### src/rtl/alu_sequencer.sv
// Operand/function sequencer for the 6502 ALU: one pass for binary, logic, shift
// and compare requests, plus a correction pass for decimal-mode ADC/SBC.
`ifndef REG_WIDTH
`define REG_WIDTH 8
`endif
`ifndef OPP_WIDTH
`define OPP_WIDTH 3
`endif
`ifndef SUM
`define SUM 3'd0
`endif
`ifndef AND
`define AND 3'd1
`endif
`ifndef OR
`define OR 3'd2
`endif
`ifndef XOR
`define XOR 3'd3
`endif
`ifndef SR
`define SR 3'd4
`endif

module alu_sequencer (
    input  logic                    phi1,
    input  logic                    reset,
    input  logic                    start,
    input  logic [2:0]              op,
    input  logic [`REG_WIDTH-1:0]   opnd_a,
    input  logic [`REG_WIDTH-1:0]   opnd_m,
    input  logic                    carry_flag,
    input  logic                    dec_mode,
    output logic [`REG_WIDTH-1:0]   alu_a,
    output logic [`REG_WIDTH-1:0]   alu_b,
    output logic [`OPP_WIDTH-1:0]   alu_func,
    output logic                    alu_carry_in,
    input  logic [`REG_WIDTH-1:0]   alu_add,
    input  logic                    alu_carry_out,
    input  logic                    alu_wout,
    output logic                    busy,
    output logic                    done,
    output logic                    err,
    output logic [`REG_WIDTH-1:0]   result,
    output logic                    result_we,
    output logic [3:0]              flags,
    output logic [3:0]              flags_upd
);
    localparam logic [2:0] S_IDLE  = 3'd0;
    localparam logic [2:0] S_PASS1 = 3'd1;
    localparam logic [2:0] S_CAP1  = 3'd2;
    localparam logic [2:0] S_PASS2 = 3'd3;
    localparam logic [2:0] S_CAP2  = 3'd4;
    localparam logic [2:0] S_DONE  = 3'd5;

    localparam logic [2:0] OP_ADC = 3'd0;
    localparam logic [2:0] OP_SBC = 3'd1;
    localparam logic [2:0] OP_AND = 3'd2;
    localparam logic [2:0] OP_ORA = 3'd3;
    localparam logic [2:0] OP_EOR = 3'd4;
    localparam logic [2:0] OP_ASL = 3'd5;
    localparam logic [2:0] OP_CMP = 3'd6;
    localparam logic [2:0] OP_RSV = 3'd7;

    logic [2:0]             r_state;
    logic [2:0]             r_op;
    logic [`REG_WIDTH-1:0]  r_a, r_m, r_r1, r_adj, r_result;
    logic                   r_c, r_d, r_v, r_cdec;
    logic                   r_done, r_err, r_we;
    logic [3:0]             r_flags, r_upd;

    logic [`OPP_WIDTH-1:0]  w_func;
    logic [`REG_WIDTH-1:0]  w_b, w_adj;
    logic                   w_cin, w_h, w_c1, w_v, w_lo, w_hi, w_cdec, w_dec;
    logic [3:0]             w_mask, w_flags1, w_flags2;

    // First-pass operand selection; stays stable through CAP1 for the V/h terms.
    always_comb begin
        w_func = `SUM;
        w_b    = r_m;
        w_cin  = 1'b0;
        case (r_op)
            OP_ADC: w_cin = r_c;
            OP_SBC: begin w_b = ~r_m; w_cin = r_c; end
            OP_CMP: begin w_b = ~r_m; w_cin = 1'b1; end
            OP_AND: w_func = `AND;
            OP_ORA: w_func = `OR;
            OP_EOR: w_func = `XOR;
            OP_ASL: begin w_func = `SR; w_b = 8'h01; end
            default: ;
        endcase
    end

    always_comb begin
        alu_func     = `SUM;
        alu_a        = '0;
        alu_b        = '0;
        alu_carry_in = 1'b0;
        if (r_state == S_PASS1) begin
            alu_func     = w_func;
            alu_a        = r_a;
            alu_b        = w_b;
            alu_carry_in = w_cin;
        end else if (r_state == S_PASS2) begin
            alu_a = r_r1;
            alu_b = r_adj;
        end
    end

    assign w_h  = ({1'b0, r_a[3:0]} + {1'b0, w_b[3:0]} + {4'b0, w_cin}) > 5'd15;
    assign w_c1 = (r_op == OP_ASL) ? r_a[`REG_WIDTH-1] : alu_carry_out;
    assign w_v  = (r_a[`REG_WIDTH-1] == w_b[`REG_WIDTH-1]) &&
                  (alu_add[`REG_WIDTH-1] != r_a[`REG_WIDTH-1]);
    assign w_dec = r_d && (r_op == OP_ADC || r_op == OP_SBC);

    // Decimal correction is decided from the binary pass and applied as a second SUM.
    always_comb begin
        w_lo = (alu_add[3:0] > 4'd9) || w_h;
        w_hi = (alu_add > 8'h99) || w_c1;
        if (r_op == OP_SBC) begin
            w_adj  = (w_h ? 8'h00 : 8'hFA) + (w_c1 ? 8'h00 : 8'hA0);
            w_cdec = w_c1;
        end else begin
            w_adj  = (w_lo ? 8'h06 : 8'h00) + (w_hi ? 8'h60 : 8'h00);
            w_cdec = w_c1 || w_hi;
        end
    end

    always_comb begin
        case (r_op)
            OP_ADC, OP_SBC:         w_mask = 4'b1111;
            OP_CMP:                 w_mask = 4'b1011;
            OP_ASL:                 w_mask = 4'b1001;
            OP_AND, OP_ORA, OP_EOR: w_mask = 4'b1000;
            default:                w_mask = 4'b0000;
        endcase
    end

    assign w_flags1 = {alu_add[`REG_WIDTH-1], w_v, alu_add == '0, w_c1} & w_mask;
    assign w_flags2 = {alu_add[`REG_WIDTH-1], r_v, alu_add == '0, r_cdec} & w_mask;

    always_ff @(posedge phi1) begin
        if (reset) begin
            r_state  <= S_IDLE;
            r_op     <= '0;
            r_a      <= '0;
            r_m      <= '0;
            r_c      <= 1'b0;
            r_d      <= 1'b0;
            r_r1     <= '0;
            r_adj    <= '0;
            r_v      <= 1'b0;
            r_cdec   <= 1'b0;
            r_result <= '0;
            r_done   <= 1'b0;
            r_err    <= 1'b0;
            r_we     <= 1'b0;
            r_flags  <= '0;
            r_upd    <= '0;
        end else begin
            r_done  <= 1'b0;
            r_err   <= 1'b0;
            r_we    <= 1'b0;
            r_flags <= '0;
            r_upd   <= '0;
            case (r_state)
                S_IDLE: if (start) begin
                    r_op <= op;
                    r_a  <= opnd_a;
                    r_m  <= opnd_m;
                    r_c  <= carry_flag;
                    r_d  <= dec_mode;
                    if (op == OP_RSV) begin
                        r_state <= S_DONE;
                        r_done  <= 1'b1;
                        r_err   <= 1'b1;
                    end else begin
                        r_state <= S_PASS1;
                    end
                end
                S_PASS1: r_state <= S_CAP1;
                S_CAP1: begin
                    r_r1   <= alu_add;
                    r_v    <= w_v;
                    r_adj  <= w_adj;
                    r_cdec <= w_cdec;
                    if (!alu_wout) begin
                        r_state <= S_DONE;
                        r_done  <= 1'b1;
                        r_err   <= 1'b1;
                    end else if (w_dec) begin
                        r_state <= S_PASS2;
                    end else begin
                        r_state <= S_DONE;
                        r_done  <= 1'b1;
                        r_flags <= w_flags1;
                        r_upd   <= w_mask;
                        if (r_op != OP_CMP) begin
                            r_result <= alu_add;
                            r_we     <= 1'b1;
                        end
                    end
                end
                S_PASS2: r_state <= S_CAP2;
                S_CAP2: begin
                    r_state <= S_DONE;
                    r_done  <= 1'b1;
                    if (!alu_wout) begin
                        r_err <= 1'b1;
                    end else begin
                        r_result <= alu_add;
                        r_we     <= 1'b1;
                        r_flags  <= w_flags2;
                        r_upd    <= w_mask;
                    end
                end
                S_DONE:  r_state <= S_IDLE;
                default: r_state <= S_IDLE;
            endcase
        end
    end

    assign busy      = (r_state != S_IDLE);
    assign done      = r_done;
    assign err       = r_err;
    assign result    = r_result;
    assign result_we = r_we;
    assign flags     = r_flags;
    assign flags_upd = r_upd;
endmodule

### config.mk
export PLATFORM = sky130hd
export DESIGN_NAME = alu_sequencer
export DESIGN_NICKNAME = d
export VERILOG_FILES = /design/src/rtl/alu_sequencer.sv
export SDC_FILE = /design/constraint.sdc
export NUM_CORES = 1
export LEC_CHECK = 0
export ABC_AREA = 1
export BUFFER_PORTS_ARGS = -buffer_cell sky130_fd_sc_hd__buf_4
export CORE_AREA = 2 2 91 93
export CTS_BUF_LIST = sky130_fd_sc_hd__clkbuf_2 sky130_fd_sc_hd__clkbuf_4 sky130_fd_sc_hd__clkbuf_8
export DETAILED_ROUTE_END_ITERATION = 12
export DIE_AREA = 0 0 93 95
export GPL_TIMING_DRIVEN = 0
export SYNTH_ARGS = -nofsm -noshare
export SYNTH_HDL_FRONTEND = slang
export SYNTH_SLANG_ARGS = --single-unit
### constraint.sdc
create_clock -name phi1 -period 7.25 [get_ports phi1]
set_input_delay 0.725 -clock phi1 [delete_from_list [all_inputs] [get_ports phi1]]
set_output_delay 0.725 -clock phi1 [all_outputs]
set_load 0.05 [all_outputs]
After elaboration in Yosys (flattened, before gate mapping)
Cells that the tools add are included.

storage, ports and cells
  logic and storage cells = 109
  flip-flop bits (word level) = 61
  output and inout port bits = 40
  input port bits = 34

cells by class
  muxes and demuxes = 47
  equality and inequality tests = 19
  bitwise logic cells = 3
  reduce and logical (&&, ||, !) cells = 17
  $lt $le $gt $ge = 3
  $add $sub $neg = 4

operator list
  kind                number
  $mux 8              11
  $pmux 8 s2          2
  $mux 4              6
  $mux 3              6
  $pmux 4 s2          2
  $pmux 4 s4          1
  $eq 3x3->1 const B  5
  $pmux 3 s5          1
  $eq 3x2->1 const B  4
  $mux 1              12
  $pmux 3 s4          1
  $ne 2x2->1 const B  5
  $add 3x7->8         1
  $add 8x8->8         1
  $and 4x4->4         2
  $gt 8x8->1 const B  1
  $logic_not 8->1     1
  $not 8->8           1
  $mux 7              1
  $eq 3x1->1 const B  2
  $logic_not 3->1     2
  $pmux 1 s2          3
  $reduce_or 2->1     3
  $add 4x4->5         1
  other kinds (14)    18

Longest topological paths before layout
  depth in word-level cells = 10
  gate-level depth with buffers = 15
  gate-level depth less buffers = 15

Least setup slack after synthesis
No wires, ideal clock.

  kind = reg2out
  start = register r_state[0]
  end = output port alu_a[2]
  path buffers = 1
  slack = 4396 ps
  stages on the path, launching flop included = 6
  required time = 6525 ps
  arrival time = 2129 ps
  path through = dfxtp_1 -> inv_1 -> nor3_2 -> inv_1 -> clkbuf_1 -> o21ai_0

on the way
  word-level cells in the longest chain between the ends = 3
  elaborated cells on any way between the ends = 4
  those cells by class = 2 x eq/ne; 2 x mux

RTL lines
  item                    RTL line  source
  start, declared         65        logic [2:0] r_state;
  start signal, assigned  144       r_state <= S_IDLE;
  start signal, assigned  174       r_state <= S_DONE;
  start signal, assigned  178       r_state <= S_PASS1;
  $eq 3x2->1              104       end else if (r_state == S_PASS2) begin
  $mux 8                  104
  $mux 8 (*)              99        if (r_state == S_PASS1) begin
  end, declared           34        output logic [`REG_WIDTH-1:0] alu_a,

Mark *: on every way between the ends. The rest lies on a longest branch, timed or not.

Worst setup path after layout
  start = register r_state[0]
  end = output port alu_a[7]

Same word-level chain as after synthesis.

==> qor.txt <==
Clock Sinks -> 59
Post-cts hold buffer count -> 0
Final HPWL DP -> 6100 µm
Drt initial violations -> 125
Post-synth ARST share -> 0%
Setup_tns -> 0 ns
Final net count -> 498
Worst Hold Class -> reg2reg
Post-DP Area -> 3360 µm²
CTS tree -> done
Setup Viol. Count Final -> 0
RSZ-0062 raised after global routing -> no
Crit share post-route -> 41.2%
Routed vias -> 2721
Drt wl/cell -> 13.8 µm
Initial Util -> 33.8%
Via density per instance -> 4.79
CTS Buffer Depth -> 2
Core Area -> 7930 µm²
Slowest-stage cell, CP -> nor3_1
Yosys cell types -> 32
Final Util -> 45.2%
Peak VDD IR -> 0.000118 V
Number of synthesized flops with an enable pin -> 0
CTS Root Cell -> clkbuf_8
CP Launch Point -> r_state[0]
First-pass GRT wire length -> 12400 µm
Post-CTS sizing -> 0
Final RePlAce weighted congestion -> 0.869
Die width -> 93 µm
Syn Std Cell Area -> 2680 µm²
Crit Path Category -> reg2out
Worst-path clk slew -> 0.07 ns
Worst EP required -> 6.52 ns
P&R area growth vs syn -> 33.8%
Yosys top cell by area -> dfxtp_1
Startpoint types -> flip-flop
Ys flop type -> dfxtp_1
#FFs+latches synth -> 59
All-Layer GR Usage -> 18.6%
Max cap viols -> 0
Placed insts -> 552
Clock Latency Late Sink -> 0.35 ns
Final Hold Vio Count -> 0
RR Startpoint -> r_op[1]
Vias in the first global route -> 2588
Sequential share of the synthesized area -> 44.1%
Cell Chain, Critical Path -> inv_1, nor3_1, clkbuf_1, nand2_1, o21ai_0, buf_4
Syn_nets -> 414
Die ar. -> 8840 µm²
Clock Skew -> 0.00573 ns
Top cell type's share of synthesized area -> 44.1%
Min Tclk post-route -> 2.98 ns
Die height -> 95 µm
F_max -> 335 MHz
CP max stage delay -> 0.57 ns
Critical path capture point type -> output pin
H-tree levels -> 3
Worst-margin pin slew -> 0.683 ns
CP arrival -> 2.26 ns
Initial antenna violation count -> 0
Num CTS Buffers -> 9
DRT Pass-1 Iters -> 4
Row cnt -> 33
Overflow after GRT -> 0
Synth area leaders -> dfxtp_1 (44%), nand2_1 (9.4%), a21oi_1 (9.3%), o21ai_0 (9.0%), nor2_1 (5.7%)
# diodes -> 0
PwrDens -> 312 nW/µm²
Final instance area -> 3590 µm²
Antenna-violating nets left -> 0
Rel. slew slack -> 54.1%
Ys Warns -> 0
Post-synth top cells -> nand2_1 (67), dfxtp_1 (59), a21oi_1 (50)
Most frequent cell after synthesis -> nand2_1
Total power -> 0.00112 W
Final wirelength -> 7820 µm
Final Instance Count excl. Fillers -> 568
Hold Crit Start -> r_c
Layout cells sized above 1 -> 22.0%
Largest net degree at the start of global routing -> 11
Leak -> 1.61 nW
Setup Buffers After CTS -> 0
Crit-path max FO -> 10
Mean Syn Cell Area -> 7.17 µm²
Pins Over Slew Limit -> 0
DRC violations left -> 0
Number of port buffers -> 73
Status -> finished, final reports clean
Mapped Cells -> 374
Io pins -> 74
## layout by cell type (no fill, tap or decap), drive strengths merged
cell type  instances
buf               74
nand2             69
dfxtp             59
o21ai             51
a21oi             50
nor2              42
inv               41
nand3             23
clkbuf            23
nor3               6
ha                 4
clkinv             4
a22oi              3
fa                 2
bufinv             2
or2                2
o22ai              1
a22o               1
a21o               1
a32o               1
and2               1
o21a               1
nand4              1
nor4               1
## registers in the layout (all words and copies together) (netlist names), 4 cells and up
signal,flops
result,8
r_m,8
flags_upd,4
r_a,8
flags,4
r_r1,8
r_adj,6
## power breakdown
| group | switching [W] | internal [W] | leakage [nW] |
|---|---|---|---|
| clock network | 0.000132 | 0.000210 | 0.119 |
| registers | 0.0000274 | 0.000370 | 0.482 |
| logic | 0.000269 | 0.000110 | 1.00 |
## final cells by class
class	instances	area, µm²
Fill cell	862	4340
Buffer	13	50.0
Clock buffer	11	151
Multi-Input combinational cell	260	1290
Tap cell	105	131
Timing Repair Buffer	73	548
Clock inverter	5	75.1
Sequential cell	59	1180
Inverter	42	158
## layer usage
| metal | track usage (%) | routed length, µm | share of wire [%] | up-vias |
|---|---|---|---|---|
| li1 | - | - | - | 1393 |
| met3 | 2.71 | 309 | 4.0 | 10 |
| met4 | 9.19 | 158 | 2.0 | 0 |
| met2 | 30.2 | 3630 | 46 | 62 |
| met1 | 24.2 | 3730 | 48 | 1256 |
| met5 | 0 | 0 | 0 | - |
## logic make-up after synthesis
logic type / synth area share, %
flops: 44.1
simple gates: 23.2
fa+ha+maj: 3.36
compound gates: 21.6
buf+inv: 7.75
## worst paths after layout
path	endpoint	slack [ns]	cells after the start
worst max-delay path	alu_a[7]	4.27	6
worst min-delay path	r_c	0.45	2
worst max register to register	r_adj[5]	4.40	13
worst min register to register	r_c	0.45	2
## critical path: cells and delay by family, from the launching register on
family / cells / cell delay (ns)
and+or+nand+nor: 2 / 0.67
buffers and inverters: 3 / 0.71
AOI/OAI and AO/OA: 1 / 0.13
DFF: 1 / 0.39
## stage by stage
| stage | worst slack [ns] | hold WS, ns |
|---|---|---|
| 3_5_place_dp | 4.41 | 0.444 |
| 6_report | 4.27 | 0.448 |
| 5_1_grt | 4.07 | 0.478 |
| 3_3_place_gp | 4.47 | 0.442 |
| 2_1_floorplan | 4.40 | 0.424 |
| 4_1_cts | 4.24 | 0.452 |
(Power assumes the default switching activity.)
